==> src/rtl/fnd_scan_controller.sv <==
// Scan controller for a 4-digit common-anode 7-segment display.
// It steps through the digits one slot at a time. Each slot begins with a short
// blanking gap to prevent ghosting. The 16-bit BCD value is captured once per
// frame, and leading zeros can optionally be suppressed.
module fnd_scan_controller #(
  parameter int DIV       = 100000,
  parameter int BLANK_CYC = 1000,
  parameter int CNT_W     = $clog2(DIV)
) (
  input  logic        i_clk,
  input  logic        i_reset,
  input  logic        i_en,
  input  logic [15:0] i_value,
  input  logic [3:0]  i_dp,
  input  logic        i_blank_lz,
  output logic [1:0]  o_digitSelect,
  output logic        o_fnd_en,
  output logic [3:0]  o_bcd,
  output logic        o_dp,
  output logic        o_frame
);

  localparam logic [1:0] IDLE  = 2'd0;
  localparam logic [1:0] BLANK = 2'd1;
  localparam logic [1:0] SHOW  = 2'd2;

  // A slot opens in BLANK unless the gap is configured away.
  localparam logic [1:0] SLOT_START = (BLANK_CYC == 0) ? SHOW : BLANK;
  localparam logic [CNT_W-1:0] CNT_LAST   = CNT_W'(DIV - 1);
  localparam logic [CNT_W-1:0] BLANK_LAST = CNT_W'((BLANK_CYC == 0) ? 0 : BLANK_CYC - 1);

  logic [1:0]       state;
  logic [CNT_W-1:0] cnt;
  logic [1:0]       digit;
  logic [15:0]      snap_val;
  logic [3:0]       snap_dp;
  logic             snap_lz;
  logic             frame;

  // Returns 1 when digit d is a leading zero that should stay dark.
  // A requested decimal point keeps the digit visible.
  function automatic logic lz_suppress(input logic [1:0]  d,
                                       input logic [15:0] v,
                                       input logic [3:0]  dpv,
                                       input logic        lz);
    logic upper_zero;
    case (d)
      2'd1:    upper_zero = (v[15:4]  == 12'd0);
      2'd2:    upper_zero = (v[15:8]  == 8'd0);
      2'd3:    upper_zero = (v[15:12] == 4'd0);
      default: upper_zero = 1'b0;
    endcase
    return lz && upper_zero && !dpv[d];
  endfunction

  // Scan FSM: prescaler, digit index, per-frame snapshot and frame pulse.
  always_ff @(posedge i_clk or posedge i_reset) begin
    if (i_reset) begin
      state    <= IDLE;
      cnt      <= '0;
      digit    <= 2'd0;
      snap_val <= 16'd0;
      snap_dp  <= 4'd0;
      snap_lz  <= 1'b0;
      frame    <= 1'b0;
    end else if (!i_en) begin
      // Abandon the current slot; the snapshot stays so o_bcd/o_dp keep digit 0.
      state <= IDLE;
      cnt   <= '0;
      digit <= 2'd0;
      frame <= 1'b0;
    end else begin
      frame <= 1'b0;
      case (state)
        IDLE: begin
          snap_val <= i_value;
          snap_dp  <= i_dp;
          snap_lz  <= i_blank_lz;
          cnt      <= '0;
          digit    <= 2'd0;
          frame    <= 1'b1;
          state    <= SLOT_START;
        end
        default: begin
          if (cnt == CNT_LAST) begin
            cnt   <= '0;
            digit <= digit + 2'd1;
            state <= SLOT_START;
            // Wrapping back to digit 0 starts a new frame with fresh data.
            if (digit == 2'd3) begin
              snap_val <= i_value;
              snap_dp  <= i_dp;
              snap_lz  <= i_blank_lz;
              frame    <= 1'b1;
            end
          end else begin
            cnt <= cnt + CNT_W'(1);
            if (state == BLANK && cnt == BLANK_LAST) begin
              state <= SHOW;
            end
          end
        end
      endcase
    end
  end

  // Outputs are decoded from registers only, with no input-to-output path.
  always_comb begin
    o_digitSelect = digit;
    o_bcd         = snap_val[{digit, 2'b00} +: 4];
    o_dp          = snap_dp[digit];
    o_fnd_en      = (state == SHOW) && !lz_suppress(digit, snap_val, snap_dp, snap_lz);
    o_frame       = frame;
  end

endmodule

==> config.mk <==
export PLATFORM = sky130hd
export DESIGN_NAME = fnd_scan_controller
export DESIGN_NICKNAME = d
export VERILOG_FILES = /design/src/rtl/fnd_scan_controller.sv
export SDC_FILE = /design/constraint.sdc
export NUM_CORES = 1
export LEC_CHECK = 0
export CAP_MARGIN = 20
export CORE_MARGIN = 4
export CORE_UTILIZATION = 53
export CTS_CLUSTER_DIAMETER = 40
export DETAILED_ROUTE_END_ITERATION = 10
export DONT_BUFFER_PORTS = 1
export GPL_ROUTABILITY_DRIVEN = 0
export GPL_TIMING_DRIVEN = 0
export HOLD_SLACK_MARGIN = 0.08
export PLACE_DENSITY_LB_ADDON = 0.15
export SLEW_MARGIN = 20
export SYNTH_ARGS = -nofsm -noshare
export SYNTH_HDL_FRONTEND = slang
export SYNTH_SLANG_ARGS = --single-unit
export TNS_END_PERCENT = 10
==> constraint.sdc <==
create_clock -name i_clk -period 2.6 [get_ports i_clk]
set_input_delay 0.52 -clock i_clk [delete_from_list [all_inputs] [get_ports i_clk]]
set_output_delay 0.52 -clock i_clk [all_outputs]
set_load 0.02 [all_outputs]
Word-level counts from Yosys, hierarchy flattened
Cells that the tools add are included.
{"block": "word_totals", "mem_bits_ro": 0, "n_memories": 0, "mem_bits_rw": 0, "latchBits": 0, "reg_bits": 43, "input_bits": 24, "word_cells": 59, "out_inout_bits": 9}
{"block": "classes", "mul": 0, "n_mux": 26, "n_addsub": 2, "n_reduce_logical": 13, "magnitude_cmp": 1, "bitwise": 0, "n_div": 0, "n_eq_ne": 9, "shift": 1}
{"op": "2-to-1 mux 17 bit", "n": 3}
{"op": "2-to-1 mux 16 bit", "n": 3}
{"op": "adder 17 x 1 -> 17 bit, second input constant", "n": 1}
{"op": "== test 17 x 10 -> 1 bit, second input constant", "n": 1}
{"op": "== test 17 bit, second input constant", "n": 1}
{"op": "indexed part select 16 x 5 -> 4 bit", "n": 1}
{"op": "2-to-1 mux 2 bit", "n": 7}
{"op": "logical NOT 12 bit", "n": 1}
{"op": "2-to-1 mux 4 bit", "n": 3}
{"op": "logical NOT 8 bit", "n": 1}
{"op": "2-to-1 mux 1 bit", "n": 8}
{"op": "== test 2 bit, second input constant", "n": 3}
{"op": "== test 2 x 1 -> 1 bit, second input constant", "n": 2}
{"op": "logical AND 1 bit", "n": 4}
{"op": "logical NOT 4 bit", "n": 1}
{"op": "!= test 4 x 1 -> 1 bit, second input constant", "n": 1}
{"op": "nonzero test 2 bit", "n": 2}
{"op": "less-than comparator 2 x 3 -> 1 bit, second input constant", "n": 1}
{"op": "!= test 3 x 1 -> 1 bit, second input constant", "n": 1}
{"op": "one-hot mux 1 bit (3 select lines)", "n": 1}
{"op": "AND reduction 3 bit", "n": 1}
{"op": "adder 2 x 1 -> 2 bit, second input constant", "n": 1}
{"op": "binary-select mux 1 bit (select 2 bit)", "n": 1}
{"op": "logical NOT 1 bit", "n": 2}
{"op": "logical NOT 2 bit", "n": 1}

Depth between registers and ports, before layout
{"block": "depth", "word_depth": 6, "mapped_depth": 7}

Least setup slack after synthesis
OpenSTA, ideal clock, no wires.
{"block": "synth_path", "kind": "register -> output", "startpoint": "register digit[0], in the netlist o_digitSelect[0]", "endpoint": "output port o_fnd_en", "slack_ps": 159, "arrival_time_ps": 1921, "required_time_ps": 2080, "path_stages_with_launch": 5, "cell_sequence": "dfrtp_1 clkbuf_1 mux4_2 nor4_1 a21oi_1"}
{"block": "synth_via", "elab_chain_len": 6}
{"element": "start, declared", "line_no": "34", "rtl": "logic [1:0] digit;"}
{"element": "start signal, assigned", "line_no": "87", "rtl": "digit <= digit + 2'd1;"}
{"element": "binary-select mux 1 bit (select 2 bit)"}
{"element": "2-to-1 mux 1 bit"}
{"element": "net o_dp", "line_no": "19", "rtl": "output logic o_dp,"}
{"element": "logical NOT 1 bit", "line_no": "53", "rtl": "return lz && upper_zero && !dpv[d];"}
{"element": "logical AND 1 bit", "line_no": "53"}
{"element": "logical NOT 1 bit", "line_no": "112", "rtl": "o_fnd_en = (state == SHOW) && !lz_suppress(digit, snap_val, snap_dp, snap_lz);"}
{"element": "logical AND 1 bit", "line_no": "112"}
{"element": "end, declared", "line_no": "17", "rtl": "output logic o_fnd_en,"}
The timed path passes the listed nets, and every way through them passes these cells. The select of a mux whose other input is x is not followed.

Worst setup path in the final report
{"block": "layout_path", "startpoint": "register digit[1], in the netlist o_digitSelect[1]", "endpoint": "output port o_fnd_en"}
{"block": "layout_via", "elab_chain_len": 6}
{"element": "== test 2 bit (tied with other cells)", "line_no": "47", "rtl": "case (d)"}
{"element": "one-hot mux 1 bit (3 select lines) / 2-to-1 mux 1 bit (equally long branches)", "line_no": "47, 53"}
{"element": "logical AND 1 bit / logical NOT 1 bit (equally long branches)", "line_no": "53"}
{"element": "logical AND 1 bit (*)", "line_no": "53"}
{"element": "logical NOT 1 bit (*)", "line_no": "112"}
{"element": "logical AND 1 bit (*)", "line_no": "112"}
Mark *: on every way between the ends. The rest lies on a longest branch, timed or not. The select of a mux whose other input is x is not followed.

==> out/qor.csv <==
stage,metric,value,unit
status,status,"complete, no violations",
synthesis,synth_top_family_by_area,simple AND/OR/NAND/NOR gates,
drt,drt-total-wl,7.30,mm
critical_path,endpoint_kind,primary output,
pwr,netSwitchingFraction,27.8,%
synthesis,synthMuxAreaShare,4.33,%
clock_tree,cts_max_level,2,
pwr,p_int,0.00103,W
synthesis,ys_ff_latch,43,
cells_and_area,nets,338,
pwr,p_switching,0.000394,W
critical_path,cp_num_buf_inv,2,
sta,finalSetupViolCount,0,
synthesis,synth_compound_area_share,14.5,%
floorplanning,pin_count,33,
cells_and_area,drive_gt1_share,11.9,%
pwr,p_per_area,459,nW/um^2
sta,setup-tns-final,0,ps
critical_path,critPathTopFamily,buffers and inverters,
clock_tree,clock_latency,310,ps
pwr,clockPowerShare,34.5,%
synthesis,synth_nets,330,
critical_path,crit_chain,ha_1 -> clkbuf_1 -> clkbuf_2 -> o21bai_1 -> a21oi_4,
synthesis,synthAdderAreaFrac,2.21,%
floorplanning,start_util,55.1,%
synthesis,ys.flop_type,dfrtp_1,
job,drv_cap,0,
floorplanning,die_h,81.1,um
place,port_buffers,0,
critical_path,path_class,register to primary output,
sta,drv_slew,0,
clock_tree,cts_tree,built,
synthesis,yosysUniqueCellTypes,39,
clock_tree,clkSinkCount,43,
clock_tree,cts_root_buffer,clkbuf_8,
synthesis,synth_edf_count,0,
synthesis,yosysWarningCount,0,
pwr,ir_drop,0.321,mV
clock_tree,cts_setup_buffers,0,
global_routing,grt_pass1_wl,12.2,mm
drt,wire_per_inst,19.2,um
critical_path,cp_slowest_cell,dfrtp_1,
pwr,p_seq_share,52.0,%
floorplanning,core-area,5140,um^2
critical_path,start_kind,register,
critical_path,worstPathArrival,1990,ps
critical_path,worstPathMaxFanout,10,
sta,worst_slew_pin_slew,562,ps
critical_path,slowest_delay,520,ps
synthesis,syn_area,2830,um^2
global_routing,globalRouteTotalUtil,24.1,%
floorplanning,row_count,26,
clock_tree,cts.path.max_buffers,2,
sta,maxSlewHeadroom,62.5,%
sta,finalWorstSetupSlack,93.5,ps
global_routing,grt.overflow.total,0,
drt,ant_nets,0,
synthesis,synth_cells,301,
sta,min_period,2510,ps
clock_tree,clk_pin_slew,90,ps
drt,routed-via-count,2474,
synthesis,synthArstFlopShare,100,%
global_routing,grt_max_degree,24,
global_routing,grt_pass1_vias,2283,
floorplanning,dieArea,6570,um^2
drt,firstDrtPassIters,5,
sta,post-route-period-util,96.4,%
worst_hold_path,hp-class,input pin to async pin,
pwr,leakagePower,1.05,nW
sta,fmax,399,MHz
drt,drt_iter0_drc,253,
drt,drc_errors,0,
place,dp_slack,-122,ps
clock_tree,cts_buffers,5,
drt,via_per_inst,6.51,
critical_path,required,2080,ps
floorplanning,die_x,81.1,um
synthesis,synthXorXnorAreaFrac,4.33,%
sta,hold_viol_final,0,
cells_and_area,insertedDiodeCount,0,
synthesis,yosys.area_share.simple,31.2,%
sta,clock_skew,12.5,ps
place,hpwl,5.12,mm
pwr,power.share.combinational,13.5,%
synthesis,synth-seq-area-share,38.0,%
cells_and_area,syn_to_final_growth,9.15,%
synthesis,avgSynthCellArea,9.40,um^2
global_routing,antenna_found_initial,0,
-- repair_timing --
item / in CTS / in global routing
pin swaps: 0 / 1
hold buffers: 0 / 0
resized for setup: 8 / 3
setup endpoints to repair: 1 / 1
-- state kept, by name (all words and copies together), names as in the netlist --
name	flops
cnt	17
o_digitSelect	2
o_frame	1
snap_dp	4
snap_lz	1
snap_val	16
state	2
-- routing by layer --
layer	vias up	global-route usage [%]	part of all wire [%]
li1	1156	-	-
met1	1191	37.1	46
met2	121	32.0	42
met3	6	7.43	10
met4	0	7.09	1.1
met5	-	0	0
-- cell families (layout without fill, tap and decap cells) --
| group | count (synthesis) | count (layout) |
|---|---|---|
| simple gates | 148 | 148 |
| compound gates | 53 | 53 |
| flops | 43 | 43 |
| buf+inv | 32 | 41 |
| xor+xnor | 14 | 14 |
| mux | 6 | 6 |
| fa+ha+maj | 5 | 5 |
-- stage by stage --
step	total power [W]	util [%]	hold slack, ps	area (um^2)	instances
2_1_floorplan	0.000887	-	431	2830	301
3_3_place_gp	0.000931	56.8	451	2920	371
3_5_place_dp	0.000939	57.3	453	2950	372
4_1_cts	0.00142	59.9	156	3080	380
5_1_grt	0.00148	60.1	179	3090	380
6_report	0.00142	60.1	138	3090	380
-- cell usage after synthesis (5+ instances only) --
library cell | n | area (um^2)
dfrtp_1 | 43 | 1080
nand2_1 | 28 | 105
nand4_1 | 28 | 175
nor2b_1 | 23 | 144
a311oi_1 | 21 | 184
nor3b_1 | 21 | 158
o211ai_1 | 21 | 158
nor2_1 | 19 | 71.3
clkbuf_1 | 18 | 67.6
xor2_1 | 8 | 70.1
a21oi_1 | 6 | 30.0
xnor2_1 | 6 | 52.6
ha_1 | 5 | 62.6
mux4_2 | 5 | 113
nor4_1 | 5 | 31.3
-- final cells by class --
cell class,instances,area (um^2)
Clock inverter,1,7.51
Fill cell,467,2050
Inverter,4,15.0
Clock buffer,7,96.3
Tap cell,70,87.6
Timing Repair Buffer,1,27.5
Sequential cell,43,1080
Buffer,28,153
Multi-Input combinational cell,226,1630
-- power by group through the flow --
stage	Combinational (W)	Clock, W	Sequential (W)
global route	0.000214	0.000520	0.000743
detailed placement	0.000191	0	0.000749
global placement	0.000182	0	0.000749
floorplan	0.000153	0	0.000734
CTS	0.000192	0.000495	0.000736
finish	0.000192	0.000490	0.000737
-- layout by cell type (no fill, tap or decap), types with 3 or more instances in the layout --
master	Yosys	final
buf_4	4	4
and4_1	3	3
o211ai_1	21	21
nand3_1	4	4
clkbuf_8	0	8
or4_1	4	4
clkbuf_1	18	15
nand2_1	28	28
a21oi_1	6	5
xnor2_1	6	6
nand4_1	28	28
ha_1	5	5
xor2_1	8	8
dfrtp_1	43	42
inv_1	4	3
a311oi_1	21	21
mux4_2	5	5
nor4_1	5	4
nor2_1	19	19
nor2b_1	23	23
buf_2	4	4
nor3b_1	21	21
-- final timing paths --
check                                                   from                      endpoint  slack [ps]  cells past startpoint
worst min-delay path                                 i_reset        snap_dp[0]$_DFFE_PP0P_         140                      1
max in group asynchronous                            i_reset  o_digitSelect[0]$_DFFE_PP0P_        1940                      2
worst max-delay path            o_digitSelect[1]$_DFFE_PP0P_                      o_fnd_en          90                      5
min in group i_clk                                i_blank_lz           snap_lz$_DFFE_PP0P_         370                      2
worst max register to register  o_digitSelect[1]$_DFFE_PP0P_        snap_dp[3]$_DFFE_PP0P_         430                      6
worst min register to register              cnt[0]$_DFF_PP0_              cnt[0]$_DFF_PP0_         460                      1
(Power assumes the default switching activity.)
